[src/rtl/voice_allocator_if.sv]
// Byte-stream handshake between the SPI slave (master side) and the voice allocator (slave side).
interface voice_allocator_if;
    logic       rx_valid;
    logic [7:0] rx_data;
    logic       rx_ready;
    logic       rx_overrun;

    modport master (
        output rx_valid,
        output rx_data,
        input  rx_ready,
        input  rx_overrun
    );

    modport slave (
        input  rx_valid,
        input  rx_data,
        output rx_ready,
        output rx_overrun
    );
endinterface

[src/rtl/voice_allocator.sv]
// MIDI note-on/off parser and polyphonic voice allocator with oldest-voice stealing.
//
// state  | meaning
// IDLE   | waiting for status, or a note byte under running status
// DATA1  | status seen, waiting for note byte
// DATA2  | note latched, waiting for velocity byte
// SCAN   | one voice examined per cycle for match / free / oldest
// COMMIT | voice registers updated, retrig/steal pulsed next cycle
module voice_allocator #(
    parameter int NUM_VOICES = 8,
    parameter int CHANNEL    = 0,
    parameter int AGE_W      = 8
) (
    input  logic                    clk,
    input  logic                    reset,
    voice_allocator_if.slave        rx,
    output logic [8*NUM_VOICES-1:0] voice_note,
    output logic [7*NUM_VOICES-1:0] voice_velocity,
    output logic [NUM_VOICES-1:0]   voice_gate,
    output logic [NUM_VOICES-1:0]   voice_retrig,
    output logic                    steal
);

    localparam int                IDX_W       = (NUM_VOICES > 2) ? $clog2(NUM_VOICES) : 1;
    localparam logic [IDX_W-1:0]  LAST_IDX    = IDX_W'(NUM_VOICES - 1);
    localparam logic [7:0]        NOTE_ON_ST  = {4'h9, 4'(CHANNEL)};
    localparam logic [7:0]        NOTE_OFF_ST = {4'h8, 4'(CHANNEL)};
    localparam logic [AGE_W-1:0]  AGE_MAX     = '1;

    typedef enum logic [2:0] {
        S_IDLE,
        S_DATA1,
        S_DATA2,
        S_SCAN,
        S_COMMIT
    } state_t;

    state_t state_q, state_d;

    logic             rs_valid_q, rs_valid_d;
    logic             rs_on_q, rs_on_d;
    logic [6:0]       note_q, note_d;
    logic [6:0]       vel_q, vel_d;
    logic             ev_on_q, ev_on_d;
    logic [IDX_W-1:0] scan_idx_q, scan_idx_d;

    logic             match_found_q, match_found_d;
    logic [IDX_W-1:0] match_idx_q, match_idx_d;
    logic             free_found_q, free_found_d;
    logic [IDX_W-1:0] free_idx_q, free_idx_d;
    logic             oldest_found_q, oldest_found_d;
    logic [IDX_W-1:0] oldest_idx_q, oldest_idx_d;
    logic [AGE_W-1:0] oldest_age_q, oldest_age_d;
    logic [NUM_VOICES-1:0] mark_q, mark_d;

    logic [NUM_VOICES-1:0][7:0]       v_note_q, v_note_d;
    logic [NUM_VOICES-1:0][6:0]       v_vel_q, v_vel_d;
    logic [NUM_VOICES-1:0]            v_gate_q, v_gate_d;
    logic [NUM_VOICES-1:0][AGE_W-1:0] v_age_q, v_age_d;
    logic [NUM_VOICES-1:0]            retrig_q, retrig_d;
    logic                             steal_q, steal_d;
    logic                             overrun_q, overrun_d;

    logic             rx_ready;
    logic             byte_take;
    logic             is_rt;
    logic             is_status;
    logic             is_data;
    logic             is_ours_on;
    logic             is_ours_off;
    logic [7:0]       rx_byte;
    logic [IDX_W-1:0] tgt_idx;
    logic             tgt_steal;

    always_comb begin
        rx_byte     = rx.rx_data;
        byte_take   = rx.rx_valid && rx_ready;
        is_rt       = rx_byte >= 8'hF8;
        is_status   = rx_byte[7] && !is_rt;
        is_data     = !rx_byte[7];
        is_ours_on  = rx_byte == NOTE_ON_ST;
        is_ours_off = rx_byte == NOTE_OFF_ST;
    end

    // State register
    always_ff @(posedge clk) begin
        if (reset) begin
            state_q <= S_IDLE;
        end else begin
            state_q <= state_d;
        end
    end

    // Next-state logic
    always_comb begin
        state_d = state_q;
        unique case (state_q)
            S_IDLE, S_DATA1, S_DATA2: begin
                if (byte_take && is_status) begin
                    state_d = (is_ours_on || is_ours_off) ? S_DATA1 : S_IDLE;
                end else if (byte_take && is_data) begin
                    if (state_q == S_DATA2) begin
                        state_d = S_SCAN;
                    end else if (state_q == S_DATA1 || rs_valid_q) begin
                        state_d = S_DATA2;
                    end
                end
            end
            S_SCAN: begin
                if (scan_idx_q == LAST_IDX) begin
                    state_d = S_COMMIT;
                end
            end
            S_COMMIT: state_d = S_IDLE;
            default:  state_d = S_IDLE;
        endcase
    end

    // Output logic
    always_comb begin
        rx_ready = (state_q == S_IDLE) || (state_q == S_DATA1) || (state_q == S_DATA2);
    end

    assign rx.rx_ready     = rx_ready;
    assign rx.rx_overrun   = overrun_q;
    assign voice_note      = v_note_q;
    assign voice_velocity  = v_vel_q;
    assign voice_gate      = v_gate_q;
    assign voice_retrig    = retrig_q;
    assign steal           = steal_q;

    // A held note is re-struck in place; otherwise fill a free voice before stealing.
    always_comb begin
        tgt_steal = 1'b0;
        if (match_found_q) begin
            tgt_idx = match_idx_q;
        end else if (free_found_q) begin
            tgt_idx = free_idx_q;
        end else begin
            tgt_idx   = oldest_idx_q;
            tgt_steal = oldest_found_q;
        end
    end

    always_comb begin
        rs_valid_d     = rs_valid_q;
        rs_on_d        = rs_on_q;
        note_d         = note_q;
        vel_d          = vel_q;
        ev_on_d        = ev_on_q;
        scan_idx_d     = scan_idx_q;
        match_found_d  = match_found_q;
        match_idx_d    = match_idx_q;
        free_found_d   = free_found_q;
        free_idx_d     = free_idx_q;
        oldest_found_d = oldest_found_q;
        oldest_idx_d   = oldest_idx_q;
        oldest_age_d   = oldest_age_q;
        mark_d         = mark_q;
        v_note_d       = v_note_q;
        v_vel_d        = v_vel_q;
        v_gate_d       = v_gate_q;
        v_age_d        = v_age_q;
        retrig_d       = '0;
        steal_d        = 1'b0;
        overrun_d      = rx.rx_valid && !rx_ready;

        unique case (state_q)
            S_IDLE, S_DATA1, S_DATA2: begin
                if (byte_take && is_status) begin
                    rs_valid_d = is_ours_on || is_ours_off;
                    rs_on_d    = is_ours_on;
                end else if (byte_take && is_data) begin
                    if (state_q == S_DATA2) begin
                        vel_d          = rx_byte[6:0];
                        ev_on_d        = rs_on_q && (rx_byte[6:0] != 7'd0);
                        scan_idx_d     = '0;
                        match_found_d  = 1'b0;
                        free_found_d   = 1'b0;
                        oldest_found_d = 1'b0;
                        mark_d         = '0;
                    end else if (state_q == S_DATA1 || rs_valid_q) begin
                        note_d = rx_byte[6:0];
                    end
                end
            end
            S_SCAN: begin
                scan_idx_d = scan_idx_q + IDX_W'(1);
                if (v_gate_q[scan_idx_q] && v_note_q[scan_idx_q] == {1'b0, note_q}) begin
                    mark_d[scan_idx_q] = 1'b1;
                    if (!match_found_q) begin
                        match_found_d = 1'b1;
                        match_idx_d   = scan_idx_q;
                    end
                end
                if (!v_gate_q[scan_idx_q] && !free_found_q) begin
                    free_found_d = 1'b1;
                    free_idx_d   = scan_idx_q;
                end
                // Strict compare keeps the lowest index on equal ages.
                if (v_gate_q[scan_idx_q] &&
                    (!oldest_found_q || v_age_q[scan_idx_q] > oldest_age_q)) begin
                    oldest_found_d = 1'b1;
                    oldest_idx_d   = scan_idx_q;
                    oldest_age_d   = v_age_q[scan_idx_q];
                end
            end
            S_COMMIT: begin
                if (ev_on_q) begin
                    for (int i = 0; i < NUM_VOICES; i++) begin
                        if (IDX_W'(i) == tgt_idx) begin
                            v_vel_d[i]  = vel_q;
                            v_age_d[i]  = '0;
                            retrig_d[i] = 1'b1;
                            if (!match_found_q) begin
                                v_note_d[i] = {1'b0, note_q};
                                v_gate_d[i] = 1'b1;
                            end
                        end else if (v_gate_q[i] && v_age_q[i] != AGE_MAX) begin
                            v_age_d[i] = v_age_q[i] + AGE_W'(1);
                        end
                    end
                    steal_d = tgt_steal;
                end else begin
                    v_gate_d = v_gate_q & ~mark_q;
                end
            end
            default: ;
        endcase
    end

    always_ff @(posedge clk) begin
        if (reset) begin
            rs_valid_q     <= 1'b0;
            rs_on_q        <= 1'b0;
            note_q         <= '0;
            vel_q          <= '0;
            ev_on_q        <= 1'b0;
            scan_idx_q     <= '0;
            match_found_q  <= 1'b0;
            match_idx_q    <= '0;
            free_found_q   <= 1'b0;
            free_idx_q     <= '0;
            oldest_found_q <= 1'b0;
            oldest_idx_q   <= '0;
            oldest_age_q   <= '0;
            mark_q         <= '0;
            v_note_q       <= '0;
            v_vel_q        <= '0;
            v_gate_q       <= '0;
            v_age_q        <= '0;
            retrig_q       <= '0;
            steal_q        <= 1'b0;
            overrun_q      <= 1'b0;
        end else begin
            rs_valid_q     <= rs_valid_d;
            rs_on_q        <= rs_on_d;
            note_q         <= note_d;
            vel_q          <= vel_d;
            ev_on_q        <= ev_on_d;
            scan_idx_q     <= scan_idx_d;
            match_found_q  <= match_found_d;
            match_idx_q    <= match_idx_d;
            free_found_q   <= free_found_d;
            free_idx_q     <= free_idx_d;
            oldest_found_q <= oldest_found_d;
            oldest_idx_q   <= oldest_idx_d;
            oldest_age_q   <= oldest_age_d;
            mark_q         <= mark_d;
            v_note_q       <= v_note_d;
            v_vel_q        <= v_vel_d;
            v_gate_q       <= v_gate_d;
            v_age_q        <= v_age_d;
            retrig_q       <= retrig_d;
            steal_q        <= steal_d;
            overrun_q      <= overrun_d;
        end
    end

endmodule

[src/flat_wrapper.sv]
// flat-port wrapper written by rule: the top's interface ports become plain ports
module voice_allocator_flat 
#(
    parameter int NUM_VOICES = 8,
    parameter int CHANNEL    = 0,
    parameter int AGE_W      = 8
)
  (clk, reset, voice_note, voice_velocity, voice_gate, voice_retrig, steal, rx_rx_valid, rx_rx_data, rx_rx_ready, rx_rx_overrun);
  voice_allocator_if rx_i ();
  input  logic clk;
  input  logic reset;
  output logic [8*NUM_VOICES-1:0] voice_note;
  output logic [7*NUM_VOICES-1:0] voice_velocity;
  output logic [NUM_VOICES-1:0] voice_gate;
  output logic [NUM_VOICES-1:0] voice_retrig;
  output logic steal;
  input wire logic [$bits(rx_i.rx_valid)-1:0] rx_rx_valid;
  input wire logic [$bits(rx_i.rx_data)-1:0] rx_rx_data;
  output wire logic [$bits(rx_i.rx_ready)-1:0] rx_rx_ready;
  output wire logic [$bits(rx_i.rx_overrun)-1:0] rx_rx_overrun;
  assign rx_i.rx_valid = rx_rx_valid;
  assign rx_i.rx_data = rx_rx_data;
  assign rx_rx_ready = rx_i.rx_ready;
  assign rx_rx_overrun = rx_i.rx_overrun;
  voice_allocator #(.NUM_VOICES(NUM_VOICES), .CHANNEL(CHANNEL), .AGE_W(AGE_W)) u_core (.clk(clk), .reset(reset), .rx(rx_i), .voice_note(voice_note), .voice_velocity(voice_velocity), .voice_gate(voice_gate), .voice_retrig(voice_retrig), .steal(steal));
endmodule
[config.mk]
export PLATFORM = sky130hd
export DESIGN_NAME = voice_allocator_flat
export DESIGN_NICKNAME = d
export VERILOG_FILES = /design/src/rtl/voice_allocator_if.sv /design/src/rtl/voice_allocator.sv /design/src/flat_wrapper.sv
export SDC_FILE = /design/constraint.sdc
export NUM_CORES = 1
export LEC_CHECK = 0
export ABC_AREA = 1
export ABC_CLOCK_PERIOD_IN_PS = 3200
export CORE_MARGIN = 3
export CORE_UTILIZATION = 55
export DETAILED_ROUTE_END_ITERATION = 6
export GPL_TIMING_DRIVEN = 0
export HOLD_SLACK_MARGIN = 0.05
export PLACE_DENSITY = 0.88
export SYNTH_ARGS = -nofsm -noshare
export SYNTH_HDL_FRONTEND = slang
export SYNTH_SLANG_ARGS = --single-unit
[constraint.sdc]
create_clock -name clk -period 3.2 [get_ports clk]
set_clock_uncertainty 0.05 [all_clocks]
set_input_delay 0.64 -clock clk [delete_from_list [all_inputs] [get_ports clk]]
set_output_delay 0.64 -clock clk [all_outputs]
set_load 0.02 [all_outputs]
---- After elaboration in Yosys (flattened, before gate mapping) ----
Cells that the tools add are included.
storage, ports and cells
  register bits ........................... 245
  bits of input ports ..................... 11
cells by class
  add/subtract/negate cells ............... 9
  magnitude comparators ................... 4
  equal/unequal tests ..................... 41
  mux-type cells .......................... 69
  bitwise logic cells ..................... 8
  reduce and logical (&&, ||, !) cells .... 87
operator list
  operator               number
  $mux W8                23
  $reduce_and A3 Y1      26
  $add A8 B1 Y8 const B  8
  $ne A8 B8 Y1 const B   8
  $bmux W8 S3            2
  $reduce_and A4 Y1      10
  $mux W3                10
  $mux W1                26
  $ne A2 B2 Y1 const B   10
  $reduce_and A5 Y1      4
  $logic_and A1 B1 Y1    18
  $reduce_bool A2 Y1     9
  $eq A8 B8 Y1 const B   2
  $pmux W8 S2            1
  $eq A3 B3 Y1 const A   4
  $ne A2 B1 Y1 const B   6
  $pmux W3 S2            2
  $and A8 B8 Y8          1
  $eq A8 B7 Y1           1
  $ge A8 B8 Y1 const B   1
  $gt A8 B8 Y1           1
  $not A8 Y8             1
  $or A8 B8 Y8           1
  $reduce_bool A7 Y1     1
  20 further kinds       42

---- Logic depth before layout (Yosys ltp) ----
Gate-level depths: netlist of the first run.
  depth after elaboration ................. 8
  mapped depth ............................ 19

---- Least setup slack after synthesis of the first run ----
No wires, ideal clock.
  path type ............................... flip-flop to flip-flop
  start ................................... register u_core.scan_idx_q[0]
  end ..................................... register u_core.oldest_idx_q[0]
  data arrival time ....................... 2615 ps
  required time ........................... 3018 ps
  setup slack ............................. 402 ps
  stages on the path, launching flop included .. 18
  path through ............................ dfxtp_1 -> buf_6 -> inv_4 -> buf_8 -> buf_6 -> nand2_1 -> o22ai_1 -> a221oi_1 -> nand2_1 -> ha_1 -> nand2_1 -> o21ai_0 -> a21oi_1 -> o21ai_0 -> nand2_2 -> buf_2 -> nand2_1 -> a21oi_1
between the ends
  longest elaborated chain between the ends .. 6
  elaborated cells on any way between the ends .. 8
ends and longest elaborated chain
  item                                RTL line                RTL
  start: declaration                  voice_allocator.sv:45   logic [IDX_W-1:0] scan_idx_q, scan_idx_d;
  start signal: assignment            voice_allocator.sv:261  scan_idx_q <= scan_idx_d;
  $bmux W8 S3                         voice_allocator.sv:202  (!oldest_found_q || v_age_q[scan_idx_q] > oldest_age_q)) begin
  $mux W8 (implied by the code)       voice_allocator.sv:202
  $gt A8 B8 Y1                        voice_allocator.sv:202
  $logic_or A1 B1 Y1                  voice_allocator.sv:202
  $logic_and A1 B1 Y1                 voice_allocator.sv:201  if (v_gate_q[scan_idx_q] &&
  $reduce_and A2 Y1 (no source line)  n/a
  end signal: assignment              voice_allocator.sv:267  oldest_idx_q <= oldest_idx_d;
  end: declaration                    voice_allocator.sv:52   logic [IDX_W-1:0] oldest_idx_q, oldest_idx_d;
Parallel ways exist; a longest one is shown, timed or not. The select of a mux whose other input is x is not followed.
A chain may end at the register's enable or synchronous reset.

---- Final worst setup path of the first run ----
  start ................................... register u_core.scan_idx_q[0]
  end ..................................... register u_core.oldest_age_q[6]
between the ends
  longest elaborated chain between the ends .. 6
  elaborated cells on any way between the ends .. 8
ends and longest elaborated chain
  item                                RTL line                                        RTL
  $bmux W8 S3                         voice_allocator.sv:202, voice_allocator.sv:205
  $mux W8 (implied by the code)       voice_allocator.sv:202, voice_allocator.sv:205
  $gt A8 B8 Y1                        voice_allocator.sv:202
  $logic_or A1 B1 Y1                  voice_allocator.sv:202
  $logic_and A1 B1 Y1                 voice_allocator.sv:201
  $reduce_and A2 Y1 (no source line)  n/a
  end signal: assignment              voice_allocator.sv:268                          oldest_age_q <= oldest_age_d;
  end: declaration                    voice_allocator.sv:53                           logic [AGE_W-1:0] oldest_age_q, oldest_age_d;
Parallel ways exist; a longest one is shown, timed or not. The select of a mux whose other input is x is not followed.

==> flow_metrics.tcl, run 1 <==
set metrics [dict create \
    outcome "finished with violations" \
    violations "negative setup slack" \
    yosys.area.top_type "dfxtp_1" \
    cts_made_buffers 26 \
    synth_cell_type_count 47 \
    pwr-share-clk_pct 48.6 \
    fp-row-count 51 \
    die_area_um2 22200 \
    ys.flop_type "dfxtp_1" \
    max-clock-path-buffers 3 \
    slew_headroom_pct 42.3 \
    io-pin-count 150 \
    p_sw_w 0.00146 \
    final.min_clock_period_ns 3.30 \
    path_clk_slew_ns 0.07 \
    clk_latency_ns 0.54 \
    seq_power_share_pct 48.1 \
    avgSynthCellArea_um2 7.28 \
    synth_seq_area_share_pct 43.7 \
    slowest_stage "dfxtp_2" \
    core_um2 19800 \
    internal-power_w 0.00492 \
    synthesis.area_um2 11200 \
    hold_viol_final 0 \
    cts_tree "done" \
    finalCritPeriodShare_pct 103 \
    synth_edf_count 0 \
    vias 11900 \
    synthArstFlopShare_pct 0 \
    yosysTopAreaCellShare_pct 43.7 \
    remaining_drc_errors 0 \
    slew_violations 0 \
    tightest_slew_ns 0.865 \
    pwr-share-comb_pct 3.3 \
    drt_pass1_iterations 6 \
    gp_congestion 0.949 \
    gr-total-overflow 0 \
    drt_iter0_markers 1676 \
    dp_hpwl_mm 25.5 \
    antenna_found_initial 0 \
    max-cap-violations 0 \
    switching_share_pct 22.8 \
    vias_per_cell 5.93 \
    syn-instance-count 1541 \
    worstHoldPathType "reg -> reg" \
    grt_start_max_net_pins 16 \
    antenna_cells 0 \
    cts_num_sinks 245 \
    htree_num_levels 1 \
    final_area_um2 14200 \
    numPortBuffers 140 \
    end_kind "flop" \
    worst_hold_slack_ns 0.408 \
    syn_to_final_growth_pct 26.2 \
    utilization_pct 71.6 \
    cpMostUsedCell "nand2_2" \
    powerDensity_nw_per_um2 450 \
    max_stage_delay_ns 0.33 \
    wl_per_cell_um 18.7 \
    start_kind "flop" \
    p_leak_nw 5.34 \
    drive_gt1_share_pct 9.73 \
    grt_use_total_pct 31.6 \
    vdd_ir_drop_max_mv 0.432 \
    setup_ws_ns -0.101 \
    initial_core_util_pct 56.7 \
    wirelength_mm 37.6 \
    layout_commonest_cell "nand2_1" \
    placed_cell_area_um2 13000 \
    grt_pass1_vias 11200 \
    dieHeight_um 149 \
    synthTopCellsByArea "dfxtp_1 (44%), nand2_1 (9.5%), a21oi_1 (7.0%), inv_1 (6.7%), o21ai_0 (6.6%)" \
    dp_slack_ns -0.327 \
    cp.required_ns 3.57 \
    chipWidth_um 149 \
    fmax_ghz 0.303 \
    layout_common_cells "nand2_1 (273), dfxtp_1 (244), inv_1 (195)" \
    arrival_ns 3.67 \
    crit_type "reg -> reg" \
    grt_pass1_wl_mm 56.8 \
    setup-violations-final 2 \
    postRouteAntennaNets 0 \
    synth_warnings 0 \
    critPathMaxFanout 10 \
    ys_ff_latch 245 \
    nNetsFinal 1758 \
    cts_root_buf "clkbuf_16" \
    cp_cell_sequence "buf_6 > buf_2 > nand2_2 > clkinvlp_4 > buf_4 > a221oi_4 > nand2_2 > ha_4 > nand2_1 > o21ai_1 > a21oi_1 > o21ai_2 > nand2_2 > buf_4 > o21ai_0 > a21oi_1" \
]
power groups by stage:
stage | Sequential, W | Combinational (W) | Clock [W]
5_1_grt | 0.00307 | 0.000222 | 0.00320
2_1_floorplan | 0.00313 | 0.000125 | 0
6_report | 0.00307 | 0.000210 | 0.00310
3_5_place_dp | 0.00314 | 0.000196 | 0
3_3_place_gp | 0.00314 | 0.000193 | 0
4_1_cts | 0.00307 | 0.000198 | 0.00307
synth_stat cells (14+ instances only):
master,instances
nor3_1,37
xor2_1,23
a21oi_1,158
clkbuf_1,25
inv_1,199
nand4_1,19
nand3_1,132
nor2_1,88
inv_2,15
ha_1,18
o21ai_0,149
nand2_1,283
dfxtp_1,245
buf_2,14
critical path: cells and delay by family, from the launching register on:
| kind | cells | cell delay (ns) |
|---|---|---|
| AO/OA/AOI/OAI | 6 | 1.06 |
| buffers and inverters | 5 | 0.87 |
| flip-flops | 1 | 0.33 |
| adder cells (fa/ha/maj) | 1 | 0.29 |
| AND/OR/NAND/NOR | 4 | 0.55 |
final cells by class:
cell class / count / area (um2)
Fill cell: 1452 / 5620
Multi-Input combinational cell: 1027 / 5380
Sequential cell: 245 / 4910
Timing Repair Buffer: 154 / 1520
Inverter: 218 / 831
Clock buffer: 36 / 749
Tap cell: 265 / 332
Buffer: 57 / 324
Clock inverter: 11 / 126
metrics by stage:
step / instances / TNS [ns] / total power [W]
finish: 2013 / -0.108 / 0.00638
global route: 2013 / -0.598 / 0.00648
CTS: 2002 / 0 / 0.00634
detailed placement: 1953 / -2.97 / 0.00333
global placement: 1953 / -2.59 / 0.00333
floorplan: 1548 / 0 / 0.00326
metal layers:
metal  part of all wire (%)  vias to the layer above  global-route usage (%)
met5                      0                        -                       0
met4                    4.2                        0                    13.9
met3                     12                      169                    6.78
met2                     46                      772                    49.9
met1                     38                     5528                    42.0
li1                       -                     5462                       -
what timing repair did:
| item | CTS | global route |
|---|---|---|
| buffers inserted | 2 | 12 |
| endpoints found under the setup margin | 11 | 11 |
| pin swaps | 1 | 6 |
| hold buffers | 0 | 0 |
| gates resized for setup | 11 | 37 |
flip-flops by register name, summed over array words and instances, names as in the netlist, 3 cells and up:
signal	flops
u_core.v_age_q	64
u_core.voice_note	56
u_core.voice_velocity	56
u_core.mark_q	8
u_core.oldest_age_q	8
u_core.voice_gate	8
u_core.voice_retrig	8
u_core.note_q	7
u_core.vel_q	7
u_core.free_idx_q	3
u_core.match_idx_q	3
u_core.oldest_idx_q	3
u_core.scan_idx_q	3
u_core.state_q	3
final timing paths:
path / slack (ns) / end / cells past startpoint / start
setup / recovery: -0.10 / u_core.oldest_age_q[6] / 16 / u_core.scan_idx_q[0]
hold / removal: 0.41 / u_core.mark_q[7] / 2 / u_core.mark_q[7]
setup reg to reg: -0.10 / u_core.oldest_age_q[6] / 16 / u_core.scan_idx_q[0]
hold reg to reg: 0.41 / u_core.mark_q[7] / 2 / u_core.mark_q[7]
kinds of logic after synthesis:
family                     share of synthesized area (%)
and+or+nand+nor                                     24.4
xor gates and xnor gates                            2.18
AOI/OAI and AO/OA                                   17.4
other                                             0.0334
DFF                                                 43.7
buffers and inverters                               10.2
muxes                                             0.0892
adders and majority gates                           2.01
Note: power is estimated with default switching activity, not from simulation.
==> run 2, diff against run 1 <==
--- a/config.mk
+++ b/config.mk
@@ -7,7 +7,7 @@
 export LEC_CHECK = 0
 export ABC_AREA = 1
 export ABC_CLOCK_PERIOD_IN_PS = 3200
-export CORE_MARGIN = 3
+export CORE_MARGIN = 5
 export CORE_UTILIZATION = 55
 export DETAILED_ROUTE_END_ITERATION = 6
 export GPL_TIMING_DRIVEN = 0
==> run 2 against run 1 <==
Effect of this change: the flow finishes with violations (design-rule violations); register-to-register slack better by 0.21 ns; clock power is 6% higher; wire length is 0.58% lower; fmax rose by 6.7%; flip-flop and latch count unchanged; via count is 0.34% lower; combinational power is essentially flat; core utilization fell by 1.7 points; count of clock-buffer cells in the layout decreased by 1.
==> flow_metrics.tcl, run 2 (same netlist as run 1, synthesis figures left out) <==
set metrics [dict create \
    powerDensity_nw_per_um2 465 \
    antenna_cells 0 \
    topRoutingLayerUsed "met4" \
    final.min_clock_period_ns 3.09 \
    grt_start_max_net_pins 15 \
    grt_pass1_wl_mm 59.1 \
    crit_type "reg -> reg" \
    arrival_ns 3.44 \
    die_area_um2 23400 \
    path_clk_slew_ns 0.06 \
    gp_congestion 0.952 \
    layout_commonest_cell "nand2_1" \
    drt_pass1_iterations 7 \
    setup_ws_ns 0.107 \
    hold_viol_final 0 \
    met1Wirelength_mm 14.2 \
    worst_hold_slack_ns 0.402 \
    setup-violations-final 0 \
    wl_met3_mm 4.58 \
    tightest_slew_ns 0.817 \
    drt_iter0_markers 1575 \
    wl_per_cell_um 18.6 \
    grt_use_total_pct 30.5 \
    cts_made_buffers 26 \
    cts_tree "done" \
    vias 11900 \
    p_leak_nw 5.35 \
    drive_gt1_share_pct 8.91 \
    critPathMaxFanout 10 \
    largest_register_ff_count 64 \
    fp-row-count 52 \
    nNetsFinal 1748 \
    remaining_drc_errors 1 \
    initial_core_util_pct 55.7 \
    syn_to_final_growth_pct 25.5 \
    place_inst 1958 \
    htree_num_levels 1 \
    antenna_found_initial 0 \
    clk_latency_ns 0.55 \
    max-clock-path-buffers 3 \
    vias_per_cell 5.92 \
    power_w 0.00656 \
    fill_cells 1498 \
    vdd_ir_drop_max_mv 0.428 \
    finalCritPeriodShare_pct 96.6 \
    numPortBuffers 140 \
    dr_wl_met2_mm 17.0 \
    dieHeight_um 153 \
    postRouteAntennaNets 0 \
    violations "design-rule violations" \
    end_kind "flop" \
    max-cap-violations 0 \
    slew_violations 0 \
    start_kind "flop" \
    gr-total-overflow 0 \
    wirelength_mm 37.4 \
    layout_common_cells "nand2_1 (275), dfxtp_1 (245), inv_1 (196)" \
    io-pin-count 150 \
    cts_root_buf "clkbuf_16" \
    finalNonFillerCells 2009 \
    fmax_ghz 0.323 \
    cts_num_sinks 245 \
    regMostFlops "u_core.v_age_q" \
    chipWidth_um 153 \
    core_um2 20200 \
    worstHoldPathType "reg -> reg" \
    cp.required_ns 3.55 \
    outcome "finished with violations" \
    dp_hpwl_mm 26.0 \
    dp_slack_ns -0.404 \
    slew_headroom_pct 45.5 \
    grt_pass1_vias 11600 \
]
-- run 2: area by class of cell --
| cell class | count | area [um2] | area share, % |
|---|---|---|---|
| multi-input combinational | 1028 | 5350 | 38.0 |
| inverter | 218 | 823 | 5.84 |
| clock buffer | 35 | 724 | 5.14 |
| buffer | 57 | 324 | 2.30 |
| sequential | 245 | 4900 | 34.8 |
| clock inverter | 13 | 205 | 1.46 |
| tap | 270 | 338 | 2.40 |
| timing repair buffer | 143 | 1420 | 10.1 |
-- run 2: where the power goes --
part	internal [W]	leakage [nW]	switching [W]
logic	0.0000529	2.91	0.000155
clock network	0.00200	0.460	0.00129
registers	0.00306	1.97	0.00000844
total	0.00511	5.35	0.00145
-- run 2: critical path, stage by stage (launching register included) --
cell	delay (ns)
dfxtp_1	0.33
buf_4	0.20
inv_2	0.07
nor2_2	0.15
buf_6	0.21
nand2_2	0.16
o22ai_1	0.22
a211oi_1	0.09
nand2_1	0.16
inv_1	0.07
ha_1	0.19
inv_1	0.06
a21oi_1	0.06
o21ai_1	0.12
a21oi_1	0.09
o21ai_2	0.31
nand2_4	0.12
buf_6	0.17
nand2_1	0.06
a21oi_1	0.05
-- run 2: worst paths after layout --
path,start,end,slack [ns],cells after the start
setup reg to reg,u_core.scan_idx_q[2],u_core.oldest_idx_q[1],0.11,19
hold / removal,u_core.rs_valid_q,u_core.rs_valid_q,0.40,2
setup / recovery,u_core.scan_idx_q[2],u_core.oldest_idx_q[1],0.11,19
hold reg to reg,u_core.rs_valid_q,u_core.rs_valid_q,0.40,2
-- run 2: timing repair --
action	4_1_cts	5_1_grt
hold buffers	0	0
cloned	0	1
pin swaps	0	7
resized for setup	13	25
endpoints found under the setup margin	11	11
buffers inserted	0	3
-- run 2: routing by layer --
layer  vias to the layer above  global-route usage (%)
met5                         -                       0
met4                         0                    13.2
met3                       148                    8.06
met2                       768                    49.4
met1                      5531                    38.4
li1                       5443                       -
-- run 2: metrics by stage --
stage	utilization, %	cell area [um2]	setup TNS, ns
6_report	69.9	14100	0
5_1_grt	69.9	14100	-0.0337
4_1_cts	69.3	14000	0
3_5_place_dp	64.4	13000	-3.82
3_3_place_gp	64.4	13000	-2.63
2_1_floorplan	-	11300	0
==> run 3, diff against run 2 <==
--- a/config.mk
+++ b/config.mk
@@ -7,8 +7,10 @@
 export LEC_CHECK = 0
 export ABC_AREA = 1
 export ABC_CLOCK_PERIOD_IN_PS = 3200
+export CELL_PAD_IN_SITES_DETAIL_PLACEMENT = 1
+export CELL_PAD_IN_SITES_GLOBAL_PLACEMENT = 1
 export CORE_MARGIN = 5
-export CORE_UTILIZATION = 55
+export CORE_UTILIZATION = 40
 export DETAILED_ROUTE_END_ITERATION = 6
 export GPL_TIMING_DRIVEN = 0
 export HOLD_SLACK_MARGIN = 0.05
==> run 3 against run 2 <==
Effect of this change: the flow now finishes without violations; worst setup slack worse by 0.045 ns; flip-flop and latch count stayed put; sequential share of layout area down 0.70 points; wire length is 21% higher; combinational power up 5%.
==> flow_metrics.tcl, run 3 (same netlist as run 1, synthesis figures left out) <==
set metrics [dict create \
    slowest_stage "a221oi_1" \
    pwr-share-clk_pct 51.2 \
    dr_wl_met2_mm 21.3 \
    crit_type "reg -> reg" \
    path_clk_slew_ns 0.06 \
    slew_violations 0 \
    die_area_um2 31500 \
    cts_made_buffers 27 \
    grt_pass1_vias 12500 \
    remaining_drc_errors 0 \
    largest_register_ff_count 64 \
    seq_power_share_pct 45.5 \
    cp_cell_sequence "buf_4 > nand2_1 > inv_2 > nand2_4 > o22ai_1 > a221oi_1 > nand2_2 > ha_4 > nand2_1 > o21ai_1 > a21oi_1 > o21ai_2 > nand2_4 > buf_8 > nand2_1 > a21oi_1" \
    path_buf_inv 3 \
    layout_common_cells "nand2_1 (274), dfxtp_1 (244), inv_1 (195)" \
    drt_pass1_iterations 6 \
    wirelength_mm 45.3 \
    switching_share_pct 22.8 \
    outcome "complete, no violations" \
    cts_root_buf "clkbuf_16" \
    cp_top_family "compound AO/OA/AOI/OAI gates" \
    fp-row-count 61 \
    slew_headroom_pct 33.4 \
    initial_core_util_pct 40.4 \
    cpMostUsedCell "nand2_1" \
    dp_hpwl_mm 32.1 \
    dieHeight_um 178 \
    antenna_found_initial 0 \
    drt_iter0_markers 1036 \
    gp_congestion 0.906 \
    core_um2 27800 \
    layout_commonest_cell "nand2_1" \
    vdd_ir_drop_max_mv 0.521 \
    critPathMaxFanout 10 \
    p_leak_nw 5.40 \
    wl_per_cell_um 21.3 \
    tightest_slew_ns 0.999 \
    max_stage_delay_ns 0.34 \
    met1Wirelength_mm 17.8 \
    numPortBuffers 140 \
    chipWidth_um 178 \
    vias 12100 \
    setup-violations-final 0 \
    fmax_ghz 0.319 \
    max-clock-path-buffers 3 \
    grt_start_max_net_pins 15 \
    finalCritPeriodShare_pct 98.1 \
    worstHoldPathType "reg -> reg" \
    io-pin-count 150 \
    arrival_ns 3.47 \
    syn_to_final_growth_pct 28.1 \
    cp.required_ns 3.53 \
    htree_num_levels 1 \
    grt_use_total_pct 27.6 \
    drive_gt1_share_pct 9.63 \
    grt_pass1_wl_mm 68.8 \
    start_kind "flop" \
    pwr-share-comb_pct 3.2 \
    final.min_clock_period_ns 3.14 \
    setup_tns_ns 0 \
    postRouteAntennaNets 0 \
    powerDensity_nw_per_um2 469 \
    p_sw_w 0.00154 \
    hold_viol_final 0 \
    antenna_cells 0 \
    max-cap-violations 0 \
    regMostFlops "u_core.v_age_q" \
    gr-total-overflow 0 \
    power_w 0.00674 \
    cts_num_sinks 245 \
    wl_met3_mm 4.29 \
    cts_tree "done" \
    vias_per_cell 5.68 \
    nNetsFinal 1753 \
    clk_latency_ns 0.55 \
    topRoutingLayerUsed "met4" \
    end_kind "flop" \
    internal-power_w 0.00521 \
    fill_cells 3498 \
]
## run 3: cell types whose count changed in the layout (fill, tap and decap cells not counted), sizes merged
cell / delta
buf: +4
clkinvlp: +3
clkinv: -2
clkbuf: +1
## run 3: timing repair
action | in CTS | in global routing
setup buffers | 3 | 5
gates cloned | 0 | 1
hold buffers | 0 | 0
pin swaps | 4 | 9
resized for setup | 20 | 30
setup endpoints to repair | 11 | 11
hold endpoints to repair | 0 | 0
## run 3: worst paths after layout
kind / from / to / slack, ns / depth (start not counted)
setup / recovery: u_core.scan_idx_q[2] / u_core.oldest_idx_q[0] / 0.06 / 16
hold / removal: u_core.rs_valid_q / u_core.rs_valid_q / 0.41 / 2
setup reg to reg: u_core.scan_idx_q[2] / u_core.oldest_idx_q[0] / 0.06 / 16
hold reg to reg: u_core.rs_valid_q / u_core.rs_valid_q / 0.41 / 2
## run 3: final cells by class
cell class              count  area (um2)  area share (%)
multi-input cells        1028        5420            37.6
well taps                 378         473            3.29
flip-flops and latches    245        4910            34.1
clock buffers              36         769            5.35
clock inverters            14         211            1.47
repair buffers            148        1460            10.2
inverters                 218         830            5.77
plain buffers              56         319            2.22
## run 3: worst register-to-register path: stages (launching register included)
cell	delay [ns]
dfxtp_1	0.32
buf_4	0.19
nand2_1	0.17
inv_2	0.16
nand2_4	0.17
o22ai_1	0.10
a221oi_1	0.34
nand2_2	0.16
ha_4	0.31
nand2_1	0.08
o21ai_1	0.15
a21oi_1	0.10
o21ai_2	0.25
nand2_4	0.12
buf_8	0.17
nand2_1	0.06
a21oi_1	0.08
## run 3: routing by layer
layer,GRT usage [%],vias up
met2,47.0,588
met4,10.5,0
li1,-,5457
met3,6.24,154
met1,34.0,5858
met5,0,-
## run 3: power by group through the flow
stage,Sequential (W),Clock [W],Combinational [W]
after global routing,0.00307,0.00360,0.000234
final,0.00307,0.00346,0.000219
after global placement,0.00314,0,0.000203
after detailed placement,0.00314,0,0.000210
after CTS,0.00307,0.00346,0.000212
after floorplan,0.00313,0,0.000125
## run 3: through the flow
step	setup WS, ns	area, um2	instances	hold WS [ns]	util (%)
6_report	0.0620	14400	2123	0.410	51.8
5_1_grt	-0.0309	14400	2123	0.433	51.8
4_1_cts	0.0152	14200	2119	0.414	51.1
3_5_place_dp	-0.523	13100	2066	0.404	47.2
3_3_place_gp	-0.427	13100	2066	0.388	47.2
2_1_floorplan	0.402	11300	1548	0.379	-
